File: config.mk
export PLATFORM = sky130hd
export DESIGN_NAME = sync_filter_bank
export DESIGN_NICKNAME = d
export VERILOG_FILES = /design/src/rtl/sync_filter_bank.sv
export SDC_FILE = /design/constraint.sdc
export NUM_CORES = 1
export LEC_CHECK = 0
export CAP_MARGIN = 20
export CORE_MARGIN = 2
export CORE_UTILIZATION = 35
export CTS_CLUSTER_SIZE = 24
export DETAILED_ROUTE_END_ITERATION = 7
export DONT_BUFFER_PORTS = 1
export HOLD_SLACK_MARGIN = 0.05
export PLACE_DENSITY = 0.57
export SLEW_MARGIN = 20
export SYNTH_ARGS = -nofsm -noshare
export SYNTH_HDL_FRONTEND = slang
export SYNTH_HIERARCHICAL = 1
export SYNTH_SLANG_ARGS = --single-unit
export TNS_END_PERCENT = 100
File: constraint.sdc
create_clock -name clk -period 0.8 [get_ports clk]
set_input_delay 0.08 -clock clk [delete_from_list [all_inputs] [get_ports clk]]
set_output_delay 0.08 -clock clk [all_outputs]
set_load 0.02 [all_outputs]
File: src/rtl/sync_filter_bank.sv
// Multi-channel synchroniser bank: N-flop metastability chain, consecutive-sample glitch filter, rise/fall strobes.
// Optional per-channel saturating glitch counters are enabled by defining SYNC_GLITCH_COUNT_EN.

module sync_filter_ch #(
    parameter int   STAGES     = 2,
    parameter int   FILTER_LEN = 1,
    parameter logic RST_BIT    = 1'b0
) (
    input  logic       clk,
    input  logic       reset,
    input  logic       din_i,
`ifdef SYNC_GLITCH_COUNT_EN
    input  logic       glitch_clr_i,
    output logic [7:0] glitch_count_o,
`endif
    output logic       sync_o,
    output logic       rise_o,
    output logic       fall_o
);
    localparam int CW = (FILTER_LEN > 1) ? $clog2(FILTER_LEN) : 1;
    localparam logic [CW-1:0] CNT_MAX = CW'(FILTER_LEN - 1);

    logic [STAGES-1:0] chain_q;
    logic [CW-1:0]     cnt_q, cnt_d;
    logic              out_q, out_d;
    logic              rise_q, rise_d;
    logic              fall_q, fall_d;
    logic              s;

    assign s = chain_q[STAGES-1];

    // cnt counts consecutive synced samples that disagree with the output
    always_comb begin
        cnt_d  = cnt_q;
        out_d  = out_q;
        rise_d = 1'b0;
        fall_d = 1'b0;
        if (s == out_q) begin
            cnt_d = '0;
        end else if (cnt_q == CNT_MAX) begin
            out_d  = s;
            cnt_d  = '0;
            rise_d = s;
            fall_d = ~s;
        end else begin
            cnt_d = cnt_q + 1'b1;
        end
    end

    always_ff @(posedge clk) begin
        if (reset) begin
            chain_q <= {STAGES{RST_BIT}};
            cnt_q   <= '0;
            out_q   <= RST_BIT;
            rise_q  <= 1'b0;
            fall_q  <= 1'b0;
        end else begin
            chain_q <= {chain_q[STAGES-2:0], din_i};
            cnt_q   <= cnt_d;
            out_q   <= out_d;
            rise_q  <= rise_d;
            fall_q  <= fall_d;
        end
    end

    assign sync_o = out_q;
    assign rise_o = rise_q;
    assign fall_o = fall_q;

`ifdef SYNC_GLITCH_COUNT_EN
    logic [7:0] gcnt_q, gcnt_d;
    logic       glitch;

    // a disagreeing run that ends before qualifying is a rejected glitch
    assign glitch = (s == out_q) && (cnt_q != '0);

    always_comb begin
        gcnt_d = gcnt_q;
        if (glitch_clr_i)
            gcnt_d = 8'd0;
        else if (glitch && gcnt_q != 8'hFF)
            gcnt_d = gcnt_q + 8'd1;
    end

    always_ff @(posedge clk) begin
        if (reset)
            gcnt_q <= 8'd0;
        else
            gcnt_q <= gcnt_d;
    end

    assign glitch_count_o = gcnt_q;
`endif
endmodule

module sync_filter_bank #(
    parameter int                  CHANNELS   = 4,
    parameter int                  STAGES     = 2,
    parameter int                  FILTER_LEN = 1,
    parameter logic [CHANNELS-1:0] RESET_VAL  = '0
) (
    input  logic                  clk,
    input  logic                  reset,
    input  logic [CHANNELS-1:0]   async_in,
`ifdef SYNC_GLITCH_COUNT_EN
    input  logic                  glitch_clr,
    output logic [CHANNELS*8-1:0] glitch_count,
`endif
    output logic [CHANNELS-1:0]   sync_out,
    output logic [CHANNELS-1:0]   rise,
    output logic [CHANNELS-1:0]   fall
);
    for (genvar i = 0; i < CHANNELS; i++) begin : g_ch
        sync_filter_ch #(
            .STAGES    (STAGES),
            .FILTER_LEN(FILTER_LEN),
            .RST_BIT   (RESET_VAL[i])
        ) u_ch (
            .clk           (clk),
            .reset         (reset),
            .din_i         (async_in[i]),
`ifdef SYNC_GLITCH_COUNT_EN
            .glitch_clr_i  (glitch_clr),
            .glitch_count_o(glitch_count[8*i +: 8]),
`endif
            .sync_o        (sync_out[i]),
            .rise_o        (rise[i]),
            .fall_o        (fall[i])
        );
    end
endmodule

# Word level (Yosys, flattened, before mapping)
# Cells that the tools add are included.
[totals] register_bits=24 latchBits=0 ramBits=0 mem_bits_ro=0 in_bits=6 out_inout_bits=12 wordCells=52 mem_count=0
[op_classes] add_sub_neg=4 mul=0 n_div=0 order_cmp=0 eq_ne=4 shift=0 mux=0 bitwise_logic=12 reduce_logical=12
[ops] cell="$reduce_or A3 Y1" count=8
[ops] cell="$not A1 Y1" count=12
[ops] cell="$reduce_and A2 Y1" count=4
[ops] cell="$add A1 B1 Y1 const B" count=4
[ops] cell="$eq A1 B1 Y1" count=4

# Longest topological paths before layout
[depth] word_depth=3 mapped_depth=2 depth_no_buf=2

# Hierarchy
# Netlist, hierarchy kept.
[modules_own_cells] mod="sync_filter_ch" n_inst=4 cells_each=13 area_each_um2=172.7 seq_area_each_um2=120.1

# Least setup slack after synthesis
# OpenSTA, ideal clock, no wires.
[synth_timing] path_type="reg2reg" startpoint="register g_ch[0].u_ch.out_q" endpoint="register g_ch[0].u_ch.fall_q" arrival_time_ns=0.660 required_time_ns=0.704 setup_slack_ns=0.044 path_stages_with_launch=2 synth_period_minus_slack_ns=0.756 path_cell_list="dfxtp_1 -> nor4b_1"
[synth_via] elab_chain_len=2
[synth_rtl] item="start, declared" line="25" rtl="logic out_q, out_d;"
[synth_rtl] item="start signal, assigned" line="60" rtl="out_q <= out_d;"
[synth_rtl] item="$eq A1 B1 Y1" line="38" rtl="if (s == out_q) begin"
[synth_rtl] item="$reduce_or A3 Y1 (no line)"
[synth_rtl] item="end signal, assigned" line="62" rtl="fall_q <= fall_d;"
[synth_rtl] item="end, declared" line="27" rtl="logic fall_q, fall_d;"
# No other way between the ends.
# A chain may end at the register's enable or synchronous reset.

# Worst setup path after layout
[layout_timing] startpoint="register g_ch[2].u_ch.out_q" endpoint="output sync_out[2]"
[layout_rtl] item="start, declared" line="25"
[layout_rtl] item="start signal, assigned" line="60"
[layout_rtl] item="end, declared" line="109" rtl="output logic [CHANNELS-1:0] sync_out,"
# No word-level cell between the ends.

==> impl_results.md <==
* Status: finished with violations
* Failing checks: negative hold slack, negative setup slack
* Yosys reg bits at 24
* Yosys warnings at 6
* Final nets at 75
* Post-route ant nets at 0
* Htree depth at 1
* Crit path largest cell delay at 0.37 ns
* WP data arrival at 0.80 ns
* Final Hold Viols at 20
* Vias in the first global route at 404
* Per-cell routed wire length at 10.7 um
* CP endpoint kind: output port
* Die Ht at 48.4 um
* Buffers on Ports at 0
* Synth cell count leaders: dfxtp_1, and2b_2, nor4b_1
* Root Buffer: clkbuf_4
* Drt total wl at 1010 um
* Area delta synth->final at 46.0%
* WS Path Type: flip-flop to output port
* CP cell instances: buf_6
* Final Slew Violations at 0
* Asr flop ratio synth at 0%
* Synthesized netlist cell count at 52
* Syn Area/Cell at 13.3 sq um
* Max Fclk at 1140 MHz
* Area leader, netlist: dfxtp_1
* Top cells by area, synth: dfxtp_1, and2b_2, nor4b_1
* Number of vias per cell at 4.24
* TritonRoute pass-1 iters at 1
* Synth Flop Type: dfxtp_1
* Hold_ws at -0.193 ns
* Synth Net Count at 58
* Cell leakage power at 0.397 nW
* Seq/Total Area, Yosys at 69.6%
* Num CTS Buffers at 3
* Worst Hold Class: primary input to flip-flop
* CTS max path bufs at 2
* Worst Skew at 0.0109 ns
* Worst-path clk slew at 0.13 ns
* Design area at 1010 sq um
* Crit-path slowest cell: dfxtp_2
* Total GRT Usage at 9.91%
* Max-Cap Viols at 0
* Overflow after GRT at 0
* Final Setup Violations at 5
* Via count at 403
* Top cell type's share of synthesized area at 69.6%
* Critical Path RT at 0.72 ns
* Most frequent cell after synthesis: dfxtp_1
* Pre-CTS WS at 0.0587 ns
* Worst path bufs/invs at 1
* Clock Latency Late Sink at 0.31 ns
* First-pass GRT wire length at 1680 um
* Crit path max-delay family: flip-flops
* Hold buffers post-CTS at 4
* Worst-path maximum fanout at 2
* Initial Utilization at 36.3%
* Clock tree sinks at 24
* Initial antenna violation count at 0
* Placed inst area at 754 sq um
* Setup ws final at -0.0771 ns
* Post-synthesis instance area at 691 sq um
* Worst VDD drop at 1110 uV
* Synth cell types at 6
* Fill count at 177
* PwrDens at 2170 nW/um^2
* Row cnt at 16
* CTS tree: done
* Placer's final routability congestion estimate at 0.605
* Post-synth EDFFs at 0
* Share of cells above drive strength 1 at 61.8%
* Die area at 2340 sq um
* Critical path launch point type: flip-flop
* DRC Markers at 0
* Antenna cells at 0
* Fin crit period at 0.877 ns
* I/O pin cnt at 18
* Pin count of the biggest net entering global routing at 21
* Iteration-0 DRC Markers at 0
* Unrepaired setup endpoints after global routing: true
* Core area at 1900 sq um
* Die X at 48.4 um
* Fin crit share at 110%
==> registers in the layout, summed over array words and instances (netlist names) <==
register and cells:
g_ch.u_ch/rise_o 4, g_ch.u_ch/sync_o 4, g_ch.u_ch/cnt_q 4, g_ch.u_ch/chain_q 8, g_ch.u_ch/fall_o 4
==> layout make-up <==
| class | instances | area [sq um] | area share (%) |
|---|---|---|---|
| Tap cell | 27 | 33.8 | 3.35 |
| Clock buffer | 3 | 22.5 | 2.23 |
| Sequential cell | 24 | 519 | 51.5 |
| Timing Repair Buffer | 12 | 123 | 12.2 |
| Clock inverter | 1 | 30.0 | 2.98 |
| Multi-Input combinational cell | 28 | 280 | 27.8 |
==> metal layers <==
metal / vias to the layer above / track usage (%) / routed length, um
met3: 2 / 4.32 / 52
met5: - / 0 / 0
met1: 188 / 8.89 / 416
met2: 13 / 17.6 / 532
li1: 200 / - / -
met4: 0 / 7.14 / 9
==> repair_timing <==
action / CTS / global route
setup endpoints to repair: 12 / 19
pin swaps: 3 / 2
setup buffers: 4 / 0
hold endpoints to repair: 20 / 20
resized for setup: 27 / 12
==> cell usage in the layout (no fill, tap or decap) <==
cell type,n
nor4b_4,3
dfxtp_4,8
dlygate4sd3_1,4
buf_6,6
mux2i_1,4
clkbuf_4,3
nor4b_2,4
nor2_1,4
nor4b_1,1
buf_4,2
dfxtp_1,9
and2b_2,8
dfxtp_2,7
conb_1,4
bufinv_16,1
==> power breakdown <==
part,internal (W),switching [W]
Sequential,0.00121,0.0000372
Clock,0.000506,0.000346
Combinational,0.0000652,0.0000246
Total,0.00179,0.000407
==> worst paths after layout <==
check | slack (ns) | from | to | cells past startpoint
max | -0.08 | g_ch[2].u_ch/sync_o$_SDFFE_PP0P_ | sync_out[2] | 1
min | -0.19 | reset | g_ch[2].u_ch/sync_o$_SDFFE_PP0P_ | 1
max reg2reg | -0.02 | g_ch[2].u_ch/sync_o$_SDFFE_PP0P_ | g_ch[2].u_ch/rise_o$_SDFF_PP0_ | 2
min reg2reg | 0.46 | g_ch[0].u_ch/chain_q[1]$_SDFF_PP0_ | g_ch[0].u_ch/fall_o$_SDFF_PP0_ | 1
==> per-stage QoR <==
step	total power (W)	std cells	utilization (%)	setup TNS, ns	hold WS (ns)
after floorplan	0.00133	52	-	0	0.152
after global placement	0.00134	83	39.7	0	0.155
after detailed placement	0.00134	83	39.7	0	0.157
after CTS	0.00221	95	50.3	-0.303	-0.198
after global routing	0.00230	95	53.0	-0.685	-0.225
final	0.00219	95	53.0	-0.284	-0.193
==> cell families after synthesis <==
group	share of synthesized area, %
muxes	5.80
and+or+nand+nor	22.5
DFF	69.6
other	2.17
Power figures use the tool's default switching activity.
